## src/rtl/morse_pkg.sv

```systemverilog
// Shared definitions for the Morse encoder: symbol codes, state enum and unit counts.
package morse_pkg;

  localparam logic [5:0] SYM_0 = 6'd0,  SYM_1 = 6'd1,  SYM_2 = 6'd2,  SYM_3 = 6'd3;
  localparam logic [5:0] SYM_4 = 6'd4,  SYM_5 = 6'd5,  SYM_6 = 6'd6,  SYM_7 = 6'd7;
  localparam logic [5:0] SYM_8 = 6'd8,  SYM_9 = 6'd9;
  localparam logic [5:0] SYM_A = 6'd10, SYM_B = 6'd11, SYM_C = 6'd12, SYM_D = 6'd13;
  localparam logic [5:0] SYM_E = 6'd14, SYM_F = 6'd15, SYM_G = 6'd16, SYM_H = 6'd17;
  localparam logic [5:0] SYM_I = 6'd18, SYM_J = 6'd19, SYM_K = 6'd20, SYM_L = 6'd21;
  localparam logic [5:0] SYM_M = 6'd22, SYM_N = 6'd23, SYM_O = 6'd24, SYM_P = 6'd25;
  localparam logic [5:0] SYM_Q = 6'd26, SYM_R = 6'd27, SYM_S = 6'd28, SYM_T = 6'd29;
  localparam logic [5:0] SYM_U = 6'd30, SYM_V = 6'd31, SYM_W = 6'd32, SYM_X = 6'd33;
  localparam logic [5:0] SYM_Y = 6'd34, SYM_Z = 6'd35;

  localparam logic [5:0] SYM_DECODING = 6'd36;
  localparam logic [5:0] SYM_WORD     = 6'd63;

  typedef enum logic [1:0] {
    ST_IDLE    = 2'd0,
    ST_MARK    = 2'd1,
    ST_ELEMGAP = 2'd2,
    ST_CHARGAP = 2'd3
  } enc_state_t;

  localparam logic [2:0] DOT_U  = 3'd1;
  localparam logic [2:0] DASH_U = 3'd3;
  localparam logic [2:0] ELEM_U = 3'd1;
  localparam logic [2:0] CHAR_U = 3'd3;
  localparam logic [2:0] WORD_U = 3'd7;

  // Element idx of a pattern stored MSB-first in the low len bits (1 = dash).
  function automatic logic elem_bit(input logic [4:0] pat, input logic [2:0] len,
                                    input logic [2:0] idx);
    logic [2:0] pos;
    pos = 3'(len - 3'd1 - idx);
    return pat[pos];
  endfunction

endpackage

```

## src/rtl/morse_rom.sv

```systemverilog
// Combinational code-to-Morse lookup: code -> {valid, len, pat}, pattern MSB-first, 1 = dash.
module morse_rom
  import morse_pkg::*;
(
  input  logic [5:0] i_code,
  output logic       o_valid,
  output logic [2:0] o_len,
  output logic [4:0] o_pat
);

  logic [7:0] w_ent;

  always_comb begin
    o_valid = 1'b1;
    w_ent   = 8'd0;
    case (i_code)
      SYM_0: w_ent = {3'd5, 5'b11111};
      SYM_1: w_ent = {3'd5, 5'b01111};
      SYM_2: w_ent = {3'd5, 5'b00111};
      SYM_3: w_ent = {3'd5, 5'b00011};
      SYM_4: w_ent = {3'd5, 5'b00001};
      SYM_5: w_ent = {3'd5, 5'b00000};
      SYM_6: w_ent = {3'd5, 5'b10000};
      SYM_7: w_ent = {3'd5, 5'b11000};
      SYM_8: w_ent = {3'd5, 5'b11100};
      SYM_9: w_ent = {3'd5, 5'b11110};
      SYM_A: w_ent = {3'd2, 5'b00001};
      SYM_B: w_ent = {3'd4, 5'b01000};
      SYM_C: w_ent = {3'd4, 5'b01010};
      SYM_D: w_ent = {3'd3, 5'b00100};
      SYM_E: w_ent = {3'd1, 5'b00000};
      SYM_F: w_ent = {3'd4, 5'b00010};
      SYM_G: w_ent = {3'd3, 5'b00110};
      SYM_H: w_ent = {3'd4, 5'b00000};
      SYM_I: w_ent = {3'd2, 5'b00000};
      SYM_J: w_ent = {3'd4, 5'b00111};
      SYM_K: w_ent = {3'd3, 5'b00101};
      SYM_L: w_ent = {3'd4, 5'b00100};
      SYM_M: w_ent = {3'd2, 5'b00011};
      SYM_N: w_ent = {3'd2, 5'b00010};
      SYM_O: w_ent = {3'd3, 5'b00111};
      SYM_P: w_ent = {3'd4, 5'b00110};
      SYM_Q: w_ent = {3'd4, 5'b01101};
      SYM_R: w_ent = {3'd3, 5'b00010};
      SYM_S: w_ent = {3'd3, 5'b00000};
      SYM_T: w_ent = {3'd1, 5'b00001};
      SYM_U: w_ent = {3'd3, 5'b00001};
      SYM_V: w_ent = {3'd4, 5'b00001};
      SYM_W: w_ent = {3'd3, 5'b00011};
      SYM_X: w_ent = {3'd4, 5'b01001};
      SYM_Y: w_ent = {3'd4, 5'b01011};
      SYM_Z: w_ent = {3'd4, 5'b01100};
      default: o_valid = 1'b0;
    endcase
  end

  assign o_len = w_ent[7:5];
  assign o_pat = w_ent[4:0];

endmodule

```

## src/rtl/morse_encoder.sv

```systemverilog
// Morse transmitter: one symbol per handshake, keyed line plus dot/dash strobes.
// Optional word space on code 63 when MORSE_ENC_WORD_GAP_EN is defined.
module morse_encoder
  import morse_pkg::*;
#(
  parameter int UNIT_CYCLES = 4
) (
  input  logic       Clock,
  input  logic       Reset,
  input  logic [5:0] i_sym,
  input  logic       i_sym_valid,
  output logic       o_sym_ready,
  output logic       o_key,
  output logic       o_dot,
  output logic       o_dash,
  output logic       o_busy,
  output logic       o_err
);

`ifdef MORSE_ENC_WORD_GAP_EN
  localparam int CNT_W = $clog2(7 * UNIT_CYCLES);
`else
  localparam int CNT_W = $clog2(3 * UNIT_CYCLES);
`endif

  function automatic logic [CNT_W-1:0] reload(input logic [2:0] units);
    return CNT_W'(int'(units) * UNIT_CYCLES - 1);
  endfunction

  enc_state_t       r_state, w_state_nxt;
  logic [CNT_W-1:0] r_cnt;
  logic [2:0]       r_idx, r_len;
  logic [4:0]       r_pat;
  logic             r_key, r_dot, r_dash, r_err, r_busy;

  logic       w_rom_valid;
  logic [2:0] w_rom_len;
  logic [4:0] w_rom_pat;
  logic       w_load, w_accept, w_err_nxt, w_idx_inc, w_mark_dash, w_mark_entry;
  logic [2:0] w_units;

  morse_rom u_rom (
    .i_code  (i_sym),
    .o_valid (w_rom_valid),
    .o_len   (w_rom_len),
    .o_pat   (w_rom_pat)
  );

  always_comb begin
    w_state_nxt = r_state;
    w_load      = 1'b0;
    w_units     = DOT_U;
    w_accept    = 1'b0;
    w_err_nxt   = 1'b0;
    w_idx_inc   = 1'b0;
    w_mark_dash = 1'b0;
    case (r_state)
      ST_IDLE: begin
        if (i_sym_valid) begin
          w_accept = 1'b1;
          if (w_rom_valid) begin
            w_mark_dash = elem_bit(w_rom_pat, w_rom_len, 3'd0);
            w_state_nxt = ST_MARK;
            w_load      = 1'b1;
            w_units     = w_mark_dash ? DASH_U : DOT_U;
          end
`ifdef MORSE_ENC_WORD_GAP_EN
          else if (i_sym == SYM_WORD) begin
            w_state_nxt = ST_CHARGAP;
            w_load      = 1'b1;
            w_units     = WORD_U;
          end
`endif
          else begin
            w_err_nxt = 1'b1;
          end
        end
      end
      ST_MARK: begin
        if (r_cnt == '0) begin
          w_idx_inc = 1'b1;
          w_load    = 1'b1;
          if (r_idx == r_len - 3'd1) begin
            w_state_nxt = ST_CHARGAP;
            w_units     = CHAR_U;
          end else begin
            w_state_nxt = ST_ELEMGAP;
            w_units     = ELEM_U;
          end
        end
      end
      ST_ELEMGAP: begin
        if (r_cnt == '0) begin
          // r_idx already points at the next element after the MARK exit.
          w_mark_dash = elem_bit(r_pat, r_len, r_idx);
          w_state_nxt = ST_MARK;
          w_load      = 1'b1;
          w_units     = w_mark_dash ? DASH_U : DOT_U;
        end
      end
      ST_CHARGAP: begin
        if (r_cnt == '0) w_state_nxt = ST_IDLE;
      end
      default: w_state_nxt = ST_IDLE;
    endcase
  end

  assign w_mark_entry = w_load && (w_state_nxt == ST_MARK);

  always_ff @(posedge Clock) begin
    if (Reset) begin
      r_state <= ST_IDLE;
      r_key   <= 1'b0;
      r_dot   <= 1'b0;
      r_dash  <= 1'b0;
      r_err   <= 1'b0;
      r_busy  <= 1'b0;
    end else begin
      r_state <= w_state_nxt;
      r_key   <= (w_state_nxt == ST_MARK);
      r_dot   <= w_mark_entry & ~w_mark_dash;
      r_dash  <= w_mark_entry & w_mark_dash;
      r_err   <= w_err_nxt;
      r_busy  <= (w_state_nxt != ST_IDLE);
    end
  end

  always_ff @(posedge Clock) begin
    if (w_load) r_cnt <= reload(w_units);
    else if (r_cnt != '0) r_cnt <= r_cnt - 1'b1;
    if (w_accept) begin
      r_len <= w_rom_len;
      r_pat <= w_rom_pat;
      r_idx <= 3'd0;
    end else if (w_idx_inc) begin
      r_idx <= r_idx + 3'd1;
    end
  end

  assign o_sym_ready = (r_state == ST_IDLE);
  assign o_key       = r_key;
  assign o_dot       = r_dot;
  assign o_dash      = r_dash;
  assign o_busy      = r_busy;
  assign o_err       = r_err;

endmodule

```

## config.mk

```make
export PLATFORM = sky130hd
export DESIGN_NAME = morse_encoder
export DESIGN_NICKNAME = d
export VERILOG_FILES = /design/src/rtl/morse_pkg.sv /design/src/rtl/morse_rom.sv /design/src/rtl/morse_encoder.sv
export SDC_FILE = /design/constraint.sdc
export NUM_CORES = 1
export LEC_CHECK = 0
export ABC_AREA = 1
export BUFFER_PORTS_ARGS = -buffer_cell sky130_fd_sc_hd__buf_2
export CAP_MARGIN = 20
export CELL_PAD_IN_SITES_DETAIL_PLACEMENT = 0
export CELL_PAD_IN_SITES_GLOBAL_PLACEMENT = 1
export CORE_MARGIN = 4
export CORE_UTILIZATION = 46
export DETAILED_ROUTE_END_ITERATION = 6
export PLACE_DENSITY = 0.84
export RECOVER_POWER = 25
export SYNTH_ARGS = -nofsm -noshare
export SYNTH_HDL_FRONTEND = slang
export SYNTH_SLANG_ARGS = --single-unit
```

## constraint.sdc

```tcl
create_clock -name Clock -period 6.4 [get_ports Clock]
set_clock_uncertainty 0.15 [all_clocks]
set_input_delay 0.64 -clock Clock [delete_from_list [all_inputs] [get_ports Clock]]
set_output_delay 0.64 -clock Clock [all_outputs]
set_load 0.01 [all_outputs]
```

======== After elaboration in Yosys (flattened, before gate mapping) ========
Index checks and enable logic that the tools add are counted.
word-level totals
  register bits ........................... 22
  latch bits .............................. 0
  memory bits (writable) .................. 0
  memory bits (read-only) ................. 0
  logic and storage cells ................. 108
  memories kept ........................... 0
operators by class
  add/subtract/negate cells ............... 6
  $mul .................................... 0
  divide/modulo/power cells ............... 0
  order comparisons ....................... 2
  equality and inequality tests ........... 40
  shifts and indexed selects .............. 0
  muxes and demuxes ....................... 35
  bitwise logic cells ..................... 5
  reductions and logical operators ........ 10
operator list
  cell                 count
  $pmux 8 s36          1
  $eq 6x5->1 const B   16
  $eq 6x4->1 const B   8
  $reduce_or 36->1     1
  $eq 6x3->1 const B   4
  $eq 6x6->1 const B   4
  $mux 2               12
  $mux 1               14
  $eq 6x2->1 const B   2
  $lt 3x4->1 const B   2
  $mux 4               2
  $pmux 2 s4           1
  $sub 4x1->4 const B  2
  $bmux 1 s3           2
  $eq 6x1->1 const B   1
  $logic_not 6->1      1
  $pmux 2 s3           1
  $sub 3x1->3 const B  2
  $eq 2x1->1 const B   2
  $eq 2x2->1 const B   2
  $logic_not 4->1      1
  $pmux 1 s2           2
  $reduce_bool 2->1    2
  $reduce_bool 4->1    1
  9 further kinds      12

======== Logic depth before layout (Yosys ltp) ========
  word-level depth ........................ 11
  depth in mapped cells ................... 17
  depth with buffers taken out ............ 17

======== Hierarchy ========
A second synthesis with hierarchy kept.
unflattened totals
  cell total of the unflattened synthesis .. 279
  area total of the unflattened synthesis .. 1864.3 um^2
by module, submodules not included
  module         times used  cells each  area an instance (um^2)
  morse_encoder  1           147         1296.2
  morse_rom      1           132         568.0

======== Worst setup path after synthesis ========
OpenSTA, ideal clock, no wires.
  path type ............................... input to register
  from .................................... input port i_sym[4]
  to ...................................... register r_cnt[3], data pin
  library setup time ...................... 249 ps
  arrival time ............................ 2257 ps
  data required time ...................... 6001 ps
  slack ................................... 3744 ps
  stages .................................. 16
  buffers on the path ..................... 1
  cell sequence ........................... inv_1 > nor2_2 > buf_2 > nand3_1 > nand2_1 > nor4_1 > ha_1 > inv_1 > o21bai_1 > nand2_1 > nand2_1 > nand3_1 > nand2_1 > nand3_1 > nand2_1 > inv_1
between the ends
  word-level cells in the longest chain between the ends .. 11
  elaborated cells on any way between the ends .. 51
RTL lines
  what                                line                  source
  start: declaration                  morse_encoder.sv:10   input logic [5:0] i_sym,
  $eq 6x6->1 (tied with other cells)  morse_rom.sv:16       case (i_code)
  $pmux 8 s36                         morse_rom.sv:16
  $sub 3x1->3                         morse_pkg.sv:35       pos = 3'(len - 3'd1 - idx);
  $bmux 1 s3                          morse_pkg.sv:36       return pat[pos];
  $mux 1 (implied by the code)        morse_pkg.sv:36
  $mux 2                              morse_encoder.sv:65   w_units = w_mark_dash ? DASH_U : DOT_U;
  $mux 2                              morse_encoder.sv:61   if (w_rom_valid) begin
  $mux 2                              morse_encoder.sv:59   if (i_sym_valid) begin
  $pmux 2 s3                          morse_encoder.sv:57   case (r_state)
  $sub 4x1->4                         morse_encoder.sv:27   return CNT_W'(int'(units) * UNIT_CYCLES - 1);
  $mux 4 (*)                          morse_encoder.sv:129  if (w_load) r_cnt <= reload(w_units);
  end signal: assignment              morse_encoder.sv:129
  end signal: assignment              morse_encoder.sv:130  else if (r_cnt != '0) r_cnt <= r_cnt - 1'b1;
  end: declaration                    morse_encoder.sv:31   logic [CNT_W-1:0] r_cnt;
Every way passes the cells marked *; elsewhere a longest branch is shown, timed or not. The select of a mux whose other input is x is not followed.
A chain may end at the register's enable or synchronous reset.

======== Worst setup path in the final report ========
  from .................................... input port i_sym[3]
  to ...................................... register r_cnt[3], data pin
The elaborated chain is that of the path after synthesis.

==> results.py <==
metrics = {
    "worst_setup_path": {
        "critPathTopFamily": "simple AND/OR/NAND/NOR gates",
        "crit_type": "input port to flop",
        "cp_slowest_cell": "nor2_1",
        "critPathMaxStageDelay_ns": 0.50,
        "path_buf_inv": 4,
        "arrival_ns": 2.79,
        "worstPathRequired_ns": 6.27,
        "worstPathCellList": "buf_2, nor2_1, inv_2, nor2_2, nand2_1, nand4_1, nor4_1, ha_1, inv_1, nand4_1, nand3_1, nand3_1, nand2_1, nand3_1, nand2_1, inv_1",
        "crit_path_end_kind": "flop",
        "crit_fanout": 8,
        "reg2reg_slack_ns": 4.06,
        "startpoint_type": "input port",
    },
    "yosys": {
        "seq_area_frac_synth": 0.322,
        "syn_nets": 283,
        "ys_top_cells_by_area": "edfxtp_1 (21%), nand2_1 (16%), dfxtp_1 (11%)",
        "synthCells": 263,
        "synth_cell_type_count": 25,
        "syn_avg_cell_area_sq_um": 6.62,
        "mappedNetlistArea_sq_um": 1740,
        "synth_top_area_share": 0.207,
        "yosysTopAreaCell": "edfxtp_1",
        "synth-warning-count": 0,
        "ys_ff_latch": 22,
    },
    "die": {
        "fp.dieArea_sq_um": 4830,
        "initial_core_util": 0.476,
        "die_x_microns": 69.5,
        "die_h_microns": 69.5,
        "pin_count": 15,
        "core_sq_um": 3660,
        "row_count": 22,
    },
    "sta": {
        "fmaxAchievable_ghz": 0.343,
        "finalMaxSlewViolations": 0,
        "finalCriticalPeriod_ns": 2.92,
        "hold_viol": 0,
        "rsz0062_at_grt": "false",
        "setup_viol": 0,
        "max_slew_margin": 0.472,
        "finalSetupTns_ns": 0,
        "period_share": 0.456,
        "worstMarginPinSlew_ns": 0.783,
        "worst_slack_ns": 3.48,
    },
    "cells_and_area": {
        "final_cell_mix": "nand2_1 (73), inv_1 (41), nor2_1 (35)",
        "layout-drive-gt1-share": 0.100,
        "syn2layout_area_growth_pct": 8.98,
        "fill_cells": 391,
        "mostFrequentLayoutCell": "nand2_1",
        "antenna_cells": 0,
        "nNetsFinal": 301,
        "final_util": 0.518,
        "register_area_sq_um": 561,
        "multi_input_area_sq_um": 1010,
    },
    "power": {
        "p_per_area_nw_per_um2": 214,
        "ir_drop_mv": 0.100,
        "power.leakage_nw": 0.978,
    },
    "place": {
        "gp_congestion": 0.929,
        "dpl_worst_slack_ns": 3.33,
        "hpwl_mm": 3.11,
        "port_buffers": 14,
    },
    "global_route": {
        "grt_remaining_overflow": 0,
        "antenna_found_initial": 0,
        "track_usage": 0.170,
        "grt_max_degree": 14,
        "grt_pass1_vias": 1584,
        "grt_pass1_wl_mm": 6.93,
    },
    "cts": {
        "cts_tree": "done",
        "cts.htree.levels": 1,
        "cts_resized": 0,
        "cts_buffer_depth": 2,
        "clkTransAtPathRegs_ns": 0.08,
        "clock_sinks": 22,
        "numCtsBuffers": 3,
        "clockRootBuffer": "clkbuf_8",
        "cts_setup_buffers": 0,
        "ctsHoldBuffers": 0,
        "clock_latency_ns": 0.26,
    },
    "hold_path": {
        "hold_path_class": "flop to flop",
    },
    "routing": {
        "first_iter_violations": 91,
        "drc": 0,
        "drtPass1Iterations": 5,
        "wl_per_cell_microns": 11.6,
        "avgViaCountPerCell": 5.10,
        "num_vias": 1674,
        "wl_mm": 3.80,
        "ant_nets": 0,
    },
    "flow_run": {
        "max_cap_violations": 0,
    },
    "outcome": {
        "status": "finished clean",
    },
}
[registers in the layout, indices dropped and copies added, names as in the netlist]
| signal | flops |
|---|---|
| r_pat | 5 |
| r_cnt | 4 |
| r_idx | 3 |
| r_len | 3 |
| r_state | 2 |
| o_busy | 1 |
| o_dash | 1 |
| o_dot | 1 |
| o_err | 1 |
| o_key | 1 |
[Yosys cell counts]
master	number
inv_2	2
o311ai_0	1
ha_1	10
nor2_1	34
dfxtp_1	10
nor2_2	7
nand2_2	1
nor2_4	2
xor2_1	3
o21bai_1	2
nor3_1	3
a32o_1	1
a21oi_1	9
nor4_1	1
or2_2	3
nand3_1	28
o21ai_0	10
fa_1	1
buf_2	1
nand4_1	5
inv_1	41
nand3_2	2
nand2_1	73
edfxtp_1	12
xnor2_1	1
[routing by layer]
layer  global-route usage  vias to the layer above  part of all wire
li1                     -                      877                 -
met1                0.241                      731              0.48
met2                0.268                       60              0.45
met3               0.0275                        6             0.059
met4               0.0412                        0             0.012
met5                    0                        -                 0
[final cells by class]
cell class              instances  share of cell area
clock inverters                 1             0.00198
repair buffers                 14              0.0336
multi-input cells             197               0.531
clock buffers                   3              0.0218
well taps                      48              0.0316
flip-flops and latches         22               0.295
inverters                      43              0.0850
[path summary, 6_finish.rpt]
kind | start | endpoint | cells past startpoint
min reg2reg | r_idx[0] | r_idx[0] | 2
max reg2reg | r_cnt[0] | o_dash | 8
max | i_sym[3] | r_cnt[3] | 16
min | r_idx[0] | r_idx[0] | 2
[worst min-delay path, delay by kind of cell, from the launching register on]
family	cells	cell delay, ns
flip-flops	1	0.34
buffers and inverters	1	0.07
AO/OA/AOI/OAI	1	0.05
[cells by family after synthesis]
| logic type | synth area share |
|---|---|
| AO/OA/AOI/OAI | 0.0740 |
| buffers and inverters | 0.0955 |
| adder cells (fa/ha/maj) | 0.0833 |
| flip-flops | 0.322 |
| AND/OR/NAND/NOR | 0.405 |
| XOR/XNOR | 0.0201 |
[per-stage QoR]
stage,power [mW],hold WS [ns],cell area (sq um),instances
floorplan,0.290,0.310,1740,263
global placement,0.323,0.345,1870,324
detailed placement,0.325,0.343,1870,324
CTS,0.411,0.354,1910,328
global route,0.441,0.408,1900,328
finish,0.406,0.353,1900,328
[power by group]
group          internal (mW)  leakage (nW)  switching (mW)  total (mW)
clock                 0.0427        0.0231          0.0421      0.0848
sequential             0.178         0.204         0.00820       0.186
combinational         0.0487         0.751          0.0860       0.135
(Power assumes the default switching activity.)
